--- src/rtl/mmapkron_job_sequencer_pkg.sv ---
// Shared types and constants for the mMapKron job sequencer.
//   seq_state_t          : sequencer FSM states
//   Pointer_QTree_*_t    : kernel pointer types (16-bit)
//   SEQ_PTR_ALL_ONES     : result pointer reported when a job times out
package mmapkron_job_sequencer_pkg;

    localparam int unsigned SEQ_NUM_OPERANDS = 2;
    localparam int unsigned SEQ_PTR_W        = 16;
    localparam int unsigned SEQ_CNT_W        = 16;

    typedef logic [SEQ_PTR_W-1:0] Pointer_QTree_Bool_t;
    typedef logic [SEQ_PTR_W-1:0] Pointer_QTree_Nat_t;

    localparam Pointer_QTree_Nat_t SEQ_PTR_ALL_ONES = '1;

    typedef enum logic [2:0] {
        IDLE      = 3'd0,
        WAIT_LOAD = 3'd1,
        ISSUE     = 3'd2,
        RUN       = 3'd3,
        DONE      = 3'd4,
        CLEAR     = 3'd5
    } seq_state_t;

endpackage

--- src/rtl/mmapkron_job_sequencer_token.sv ---
// One-shot valid/ready token holder.
//   arm   : pulse; raises valid on the next edge and clears sent
//   valid : token valid, held until the ready handshake
//   ready : consumer ready
//   sent  : token transferred since the last arm
module mmapkron_seq_token_issuer (
    input  logic clk,
    input  logic aresetn,
    input  logic arm,
    output logic valid,
    input  logic ready,
    output logic sent
);

    logic valid_q;
    logic sent_q;

    // Arm wins over a transfer; a token is never re-raised until re-armed.
    always_ff @(posedge clk or negedge aresetn) begin
        if (!aresetn) begin
            valid_q <= 1'b0;
            sent_q  <= 1'b0;
        end else if (arm) begin
            valid_q <= 1'b1;
            sent_q  <= 1'b0;
        end else if (valid_q && ready) begin
            valid_q <= 1'b0;
            sent_q  <= 1'b1;
        end
    end

    assign valid = valid_q;
    assign sent  = sent_q;

endmodule

--- src/rtl/mmapkron_job_sequencer.sv ---
// Sequences repeated mMapKron kernel invocations: waits for the operand loader,
// issues Go plus one token per operand pointer, captures the kernel result,
// hands it to the host and pulses load_clear before returning to idle.
// Ports:
//   clk, aresetn (async, active-low)
//   job_start, load_done, ld_ptr       : host request / loader status
//   load_clear                          : one-cycle loader reset pulse
//   go_valid/go_ready                   : Go token to kernel
//   op_valid/op_ready/op_data           : operand pointer tokens
//   res_valid/res_ready/res_data        : kernel result pointer
//   out_valid/out_ready/out_data        : result to host
//   busy, job_count, error              : status
// Optional feature: define JOB_TIMEOUT_EN to add the RUN-state watchdog
// (parameter TIMEOUT_CYCLES exists only in that build).
module mmapkron_job_sequencer
    import mmapkron_job_sequencer_pkg::*;
#(
    parameter int unsigned NUM_OPERANDS = SEQ_NUM_OPERANDS,
    parameter int unsigned PTR_W        = SEQ_PTR_W,
    parameter int unsigned CNT_W        = SEQ_CNT_W
`ifdef JOB_TIMEOUT_EN
    ,
    parameter int unsigned TIMEOUT_CYCLES = 65535
`endif
) (
    input  logic                          clk,
    input  logic                          aresetn,
    input  logic                          job_start,
    input  logic                          load_done,
    input  logic [NUM_OPERANDS*PTR_W-1:0] ld_ptr,
    output logic                          load_clear,
    output logic                          go_valid,
    input  logic                          go_ready,
    output logic [NUM_OPERANDS-1:0]       op_valid,
    input  logic [NUM_OPERANDS-1:0]       op_ready,
    output logic [NUM_OPERANDS*PTR_W-1:0] op_data,
    input  logic                          res_valid,
    output logic                          res_ready,
    input  logic [PTR_W-1:0]              res_data,
    output logic                          out_valid,
    input  logic                          out_ready,
    output logic [PTR_W-1:0]              out_data,
    output logic                          busy,
    output logic [CNT_W-1:0]              job_count,
    output logic                          error
);

    // Token 0 is Go, tokens 1..NUM_OPERANDS are the operand pointers.
    localparam int unsigned NTOK = NUM_OPERANDS + 1;

    seq_state_t                    state_q, state_d;
    logic [NUM_OPERANDS*PTR_W-1:0] op_data_q, op_data_d;
    logic [PTR_W-1:0]              out_data_q, out_data_d;
    logic [CNT_W-1:0]              job_count_q, job_count_d;
    logic                          arm_q;
    logic                          res_ready_q;
    logic                          out_valid_q;
    logic                          load_clear_q;
    logic                          busy_q;

    logic [NTOK-1:0] tok_valid;
    logic [NTOK-1:0] tok_ready;
    logic [NTOK-1:0] tok_sent;
    logic            issue_done_c;

`ifdef JOB_TIMEOUT_EN
    localparam int unsigned TO_W = (TIMEOUT_CYCLES > 1) ? $clog2(TIMEOUT_CYCLES) : 1;

    logic [TO_W-1:0] run_cnt_q;
    logic            timeout_c;
    logic            error_q, error_d;
`endif

    assign tok_ready = {op_ready, go_ready};

    // Token issuers: armed together in the first ISSUE cycle.
    for (genvar g = 0; g < NTOK; g++) begin : g_tok
        mmapkron_seq_token_issuer u_tok (
            .clk     (clk),
            .aresetn (aresetn),
            .arm     (arm_q),
            .valid   (tok_valid[g]),
            .ready   (tok_ready[g]),
            .sent    (tok_sent[g])
        );
    end

    // All tokens either already sent or transferring this edge. sent flags are
    // stale from the previous job while arm_q is high, so that cycle is masked.
    assign issue_done_c = !arm_q && (&(tok_sent | (tok_valid & tok_ready)));

`ifdef JOB_TIMEOUT_EN
    // RUN watchdog: held at zero outside RUN, so it restarts on every RUN entry.
    always_ff @(posedge clk or negedge aresetn) begin
        if (!aresetn) begin
            run_cnt_q <= '0;
        end else if (state_q != RUN) begin
            run_cnt_q <= '0;
        end else begin
            run_cnt_q <= run_cnt_q + TO_W'(1);
        end
    end

    assign timeout_c = (state_q == RUN) && (run_cnt_q == TO_W'(TIMEOUT_CYCLES - 1));
`endif

    // Next-state and datapath updates.
    always_comb begin
        state_d     = state_q;
        op_data_d   = op_data_q;
        out_data_d  = out_data_q;
        job_count_d = job_count_q;
`ifdef JOB_TIMEOUT_EN
        error_d     = error_q;
`endif
        case (state_q)
            IDLE: begin
                if (job_start) begin
                    state_d = WAIT_LOAD;
`ifdef JOB_TIMEOUT_EN
                    error_d = 1'b0;
`endif
                end
            end
            WAIT_LOAD: begin
                if (load_done) begin
                    state_d   = ISSUE;
                    op_data_d = ld_ptr;
                end
            end
            ISSUE: begin
                if (issue_done_c) begin
                    state_d = RUN;
                end
            end
            RUN: begin
                if (res_valid && res_ready_q) begin
                    state_d    = DONE;
                    out_data_d = res_data;
                end
`ifdef JOB_TIMEOUT_EN
                else if (timeout_c) begin
                    state_d    = DONE;
                    out_data_d = '1;
                    error_d    = 1'b1;
                end
`endif
            end
            DONE: begin
                if (out_valid_q && out_ready) begin
                    state_d     = CLEAR;
                    job_count_d = job_count_q + CNT_W'(1);
                end
            end
            CLEAR: begin
                state_d = IDLE;
            end
            default: begin
                state_d = IDLE;
            end
        endcase
    end

    // State, datapath and state-decoded output registers.
    always_ff @(posedge clk or negedge aresetn) begin
        if (!aresetn) begin
            state_q      <= IDLE;
            op_data_q    <= '0;
            out_data_q   <= '0;
            job_count_q  <= '0;
            arm_q        <= 1'b0;
            res_ready_q  <= 1'b0;
            out_valid_q  <= 1'b0;
            load_clear_q <= 1'b0;
            busy_q       <= 1'b0;
        end else begin
            state_q      <= state_d;
            op_data_q    <= op_data_d;
            out_data_q   <= out_data_d;
            job_count_q  <= job_count_d;
            arm_q        <= (state_q == WAIT_LOAD) && load_done;
            res_ready_q  <= (state_d == RUN);
            out_valid_q  <= (state_d == DONE);
            load_clear_q <= (state_d == CLEAR);
            busy_q       <= (state_d != IDLE);
        end
    end

`ifdef JOB_TIMEOUT_EN
    // Sticky watchdog flag, cleared only when a new job is accepted.
    always_ff @(posedge clk or negedge aresetn) begin
        if (!aresetn) begin
            error_q <= 1'b0;
        end else begin
            error_q <= error_d;
        end
    end

    assign error = error_q;
`else
    assign error = 1'b0;
`endif

    assign go_valid   = tok_valid[0];
    assign op_valid   = tok_valid[NTOK-1:1];
    assign op_data    = op_data_q;
    assign res_ready  = res_ready_q;
    assign out_valid  = out_valid_q;
    assign out_data   = out_data_q;
    assign load_clear = load_clear_q;
    assign busy       = busy_q;
    assign job_count  = job_count_q;

endmodule

--- config.mk ---
export PLATFORM = sky130hd
export DESIGN_NAME = mmapkron_job_sequencer
export DESIGN_NICKNAME = d
export VERILOG_FILES = /design/src/rtl/mmapkron_job_sequencer_pkg.sv /design/src/rtl/mmapkron_job_sequencer_token.sv /design/src/rtl/mmapkron_job_sequencer.sv
export SDC_FILE = /design/constraint.sdc
export NUM_CORES = 1
export LEC_CHECK = 0
export ABC_AREA = 1
export CORE_ASPECT_RATIO = 1.75
export CORE_MARGIN = 2
export CORE_UTILIZATION = 47
export DETAILED_ROUTE_END_ITERATION = 8
export PLACE_DENSITY = 0.82
export REMOVE_ABC_BUFFERS = 1
export SYNTH_ARGS = -nofsm -noshare
export SYNTH_HDL_FRONTEND = slang
export SYNTH_HIERARCHICAL = 1
export SYNTH_SLANG_ARGS = --single-unit
--- constraint.sdc ---
create_clock -name clk -period 1.9 [get_ports clk]
set_input_delay 0.38 -clock clk [delete_from_list [all_inputs] [get_ports clk]]
set_output_delay 0.38 -clock clk [all_outputs]
set_load 0.05 [all_outputs]
# Word level (Yosys, flattened, before mapping)
# Cells that the tools add are included.
# word_totals
reg_bits	78
inputBits	57
output_inout_bits	72
elab_cells	60
# op_classes
addsub	1
n_eq_ne	7
muxes	18
bitwise	2
reduce_logical	17
# ops
operator	n
16-bit by 1-bit adder with 16-bit output (second input constant)	1
3-bit 2-to-1 mux	5
3-bit case mux with 5 select lines	1
1-bit 2-to-1 mux	12
3-bit by 2-bit equality test with 1-bit output (second input constant)	3
3-bit equality test (second input constant)	3
1-bit logical AND	7
2-bit AND reduction	3
2-bit nonzero test	3
3-bit bitwise AND	1
3-bit by 1-bit equality test with 1-bit output (second input constant)	1
3-bit zero test	1
3-bit OR	1
3-bit AND reduction	1
3-bit nonzero test	1
1-bit zero test	1

# Depth between registers and ports, before layout
# depth
depth_word	7
depth_mapped	8
mapped_depth_nobuf	8

# Cells and area by module
# Netlist, hierarchy kept.
# modules_own_cells
module	instances	cells_per_inst	area_each_um2	seq_area_each_um2
mmapkron_job_sequencer	1	368	3071.7	1801.7
mmapkron_seq_token_issuer	3	7	77.6	50.0

# Least setup slack after synthesis
# OpenSTA, ideal clock, no wires.
# synth_timing
kind	reg2reg
start	register job_count_q[0], in the netlist job_count[0]
end	register job_count_q[10], in the netlist job_count[10]
t_arrival_ns	1.549
required_time_ns	1.780
path_slack_ns	0.232
stages_incl_launch_ff	9
path_buffers	0
synth_period_minus_slack_ns	1.668
cell_sequence	dfrtp_1 -> ha_1 -> inv_1 -> nor2_1 -> nand2_2 -> nor2_4 -> nand2_1 -> nand2_1 -> nand2_1
# synth_via
elab_chain_cells	1
# synth_lines
element	line_no	text
from (decl)	mmapkron_job_sequencer.sv:54	logic [CNT_W-1:0] job_count_q, job_count_d;
from (signal assigned)	mmapkron_job_sequencer.sv:180	job_count_q <= job_count_d;
16-bit by 1-bit adder with 16-bit output	mmapkron_job_sequencer.sv:152	job_count_d = job_count_q + CNT_W'(1);
# Every way passes these cells.
# A chain may end at the register's enable or synchronous reset.

# Worst setup path in the final report
# layout_timing
start	register op_data_q[26], in the netlist op_data[26]
end	output port op_data[26]
# layout_lines
element	line_no	text
from (decl)	mmapkron_job_sequencer.sv:52	logic [NUM_OPERANDS*PTR_W-1:0] op_data_q, op_data_d;
from (signal assigned)	mmapkron_job_sequencer.sv:178	op_data_q <= op_data_d;
to (decl)	mmapkron_job_sequencer.sv:36	output logic [NUM_OPERANDS*PTR_W-1:0] op_data,
# No word-level cell between the ends.

==> metrics <==
outcome=complete, no violations; buffers plus inverters on the worst setup path=1; total negative setup slack=0 ns; critical path cell sequence=clkdlybuf4s50_1; Critical Path Source Type=flop; critical register-to-register path endpoint=job_count[10]; grt peak-use layer=met2; met1 GRT Util=25.1%; pin slew with the least headroom to its limit=0.542 ns; number of buffers inserted by port buffering=127; Compound-Gate Fraction of Synth Area=2.69%; Floorplan Core Area=6860 µm²; die footprint=7740 µm²; Worst setup EP type=output pin; chip width=67.4 µm; fraction of the core area covered by cells at the end of the flow=73.1%; dpl hpwl=5920 µm; number of maximum-capacitance violations=0; gp weighted congestion=0.832; fraction of synthesis flops using an asynchronous set or reset pin=100%; most frequent cells after synthesis=207 x nand2_1, 78 x dfrtp_1, 23 x inv_1; cell count after synthesis=389; EDFF count, synth=0; placed cells=598; sequential cell area in the final layout=1950 µm²; fraction of final layout cells sized beyond drive strength 1=13.2%; GRT met3 Usage=4.50%; combinational family with the most area after synthesis=simple AND/OR/NAND/NOR gates; number of warnings issued by yosys=6; Mapped Area=3300 µm²; Synth Area in Simple Gates=30.8%; Worst Reg2Reg Path Length in Cells=8; worst reg-to-reg setup slack=0.36 ns; synthesized flop and latch total=78; combined area of the multi-input logic cells=1190 µm²; worst path required time=1.52 ns; Post-CTS Setup Inserts=0; highest cell delay on the worst timing path=0.81 ns; layout-stage area growth over the synthesis result=51.6%; mux share of post-synthesis cell area=0%; Worst VDD drop=1010 µV; clock tree from TritonCTS=yes; number of filler instances in the final layout=511; leftover overflow at the end of global routing=0; count of endpoints failing setup in the final report=0; number of distinct library cells after synthesis=26; initial antenna violation count=0; 1st-iter DRT viols=155; standard-cell row count=40; remaining max-slew budget at the tightest pin=63.8%; final worst path period share=98.8%; r2r startpoint=job_count[0]; DR DRC count=0; smallest hold slack=0.0125 ns; buffer depth of the longest clock path=2; insertion delay of the later-clocked pin in the worst-skew pair=0.33 ns; Detailed Route WL=8040 µm; adder and majority cell fraction of the synthesized area=0.379%; H-tree Lvls=3; average vias per placed instance=4.74; Pwr per Cell Area=1700 nW/µm²; Crit-path slowest cell=clkdlybuf4s50_1; global-route wire length before repair=12700 µm; post-route clock skew=0.00776 ns; number of max-slew violations in the final report=0; XOR/XNOR Fraction of Synth Area=2.12%; largest area contributor in the synthesized netlist=dfrtp_1; highest achievable clock rate=0.533 GHz; dominant delay contributor by cell family on the critical path=buffers and inverters; met2 demand-to-capacity share in global routing=37.6%; top-count cell post-synth=nand2_1; initial core utilization=48.2%; fraction of post-synthesis cell area in the top cell type by area=59.1%; wire per inst=13.1 µm; number of hold violations in the final report=0; clock root buffer master=clkbuf_16; total clock buffers created by CTS=9; count of non-filler cells in the finished layout=614; most used flip-flop cell after synthesis=dfrtp_1; setup repair after global routing missed its margin=false; share of the yosys chip area belonging to registers=59.1%; All-Layer GR Usage=21.8%; via count of the first global-routing pass=2761; placed cell area=4630 µm²; antenna diode count=0; number of sinks driven by the clock tree=78; shortest period the worst path allows=1.88 ns; standby leakage power=2.81 nW; classification of the worst-slack hold path=input port to asynchronous set/reset pin; top fanout value on the critical path=2; # IOs=129; number of nets in the layout=583; height of the die=115 µm; Clk pin slew, worst setup/hold paths=0.06 ns; dominant cells by area after synthesis=dfrtp_1 59%, nand2_1 24%, inv_1 2.6%; pin count of the biggest net entering global routing=37; routed via count=2912; Pre-antenna DRT Iters=4; average instance area after synthesis=8.49 µm²; critical path type=flop to output pin; arrival time at the worst endpoint=1.50 ns; antenna viol nets, final=0; area of all placed cells without fillers=5010 µm²
==> cells by family after synthesis <==
| group | Yosys count |
|---|---|
| buffers and inverters | 36 |
| adder cells (fa/ha/maj) | 1 |
| XOR/XNOR | 8 |
| AO/OA/AOI/OAI | 14 |
| AND/OR/NAND/NOR | 251 |
| other | 1 |
| flip-flops | 78 |
==> how the worst max path moves through the flow <==
stage | startpoint | end | cells past startpoint
final | op_data[26] | op_data[26] | 1
after global routing | op_data[26] | op_data[26] | 1
after CTS | op_data[16] | op_data[16] | 1
after detailed placement | out_ready | job_count[9] | 6
after global placement | out_ready | job_count[10] | 8
after floorplan | job_count[0] | job_count[10] | 8
==> metal layers <==
metal,up-vias,share of wire (%)
li1,1449,-
met1,1337,38
met2,106,54
met3,20,4.9
met4,0,3.0
met5,-,0
==> power breakdown <==
part           internal [mW]  switching [mW]
sequential              2.26           0.364
combinational           1.29            2.80
clock                   1.15           0.669
==> sequential cells by signal, summed over array words and instances, names as in the netlist <==
register           count
g_tok.u_tok/valid      3
out_data              16
op_data               32
g_tok.u_tok/sent       3
busy                   1
load_clear             1
job_count             16
arm_q                  1
state_q                3
res_ready              1
out_valid              1
==> layout by cell type (no fill, tap or decap), drive strengths merged, types with 5 or more instances in the layout <==
| cell | instances |
|---|---|
| o21ai | 6 |
| dfrtp | 78 |
| nor2 | 26 |
| nand2 | 209 |
| clkbuf | 9 |
| dlymetal6s2s | 25 |
| a21oi | 5 |
| nand3 | 8 |
| inv | 27 |
| clkdlybuf4s50 | 70 |
| buf | 39 |
==> area by class of cell <==
class                      count  share of cell area (%)
timing repair buffer         135                    26.7
clock inverter                 7                    1.95
tap                           84                    2.10
inverter                      26                    1.95
clock buffer                   9                    4.49
sequential                    78                    39.0
multi-input combinational    275                    23.8
==> through the flow <==
stage,total power [mW],setup WS (ns)
final,8.54,0.0226
after global routing,8.97,0.000338
after CTS,8.65,0.000707
after detailed placement,6.80,0.142
after global placement,6.72,0.175
after floorplan,5.28,0.222
==> repair_timing <==
item                       in CTS  in global routing
setup endpoints to repair       1                 25
hold buffers                    0                  0
resized for setup               1                 25
Power figures use the tool's default switching activity.
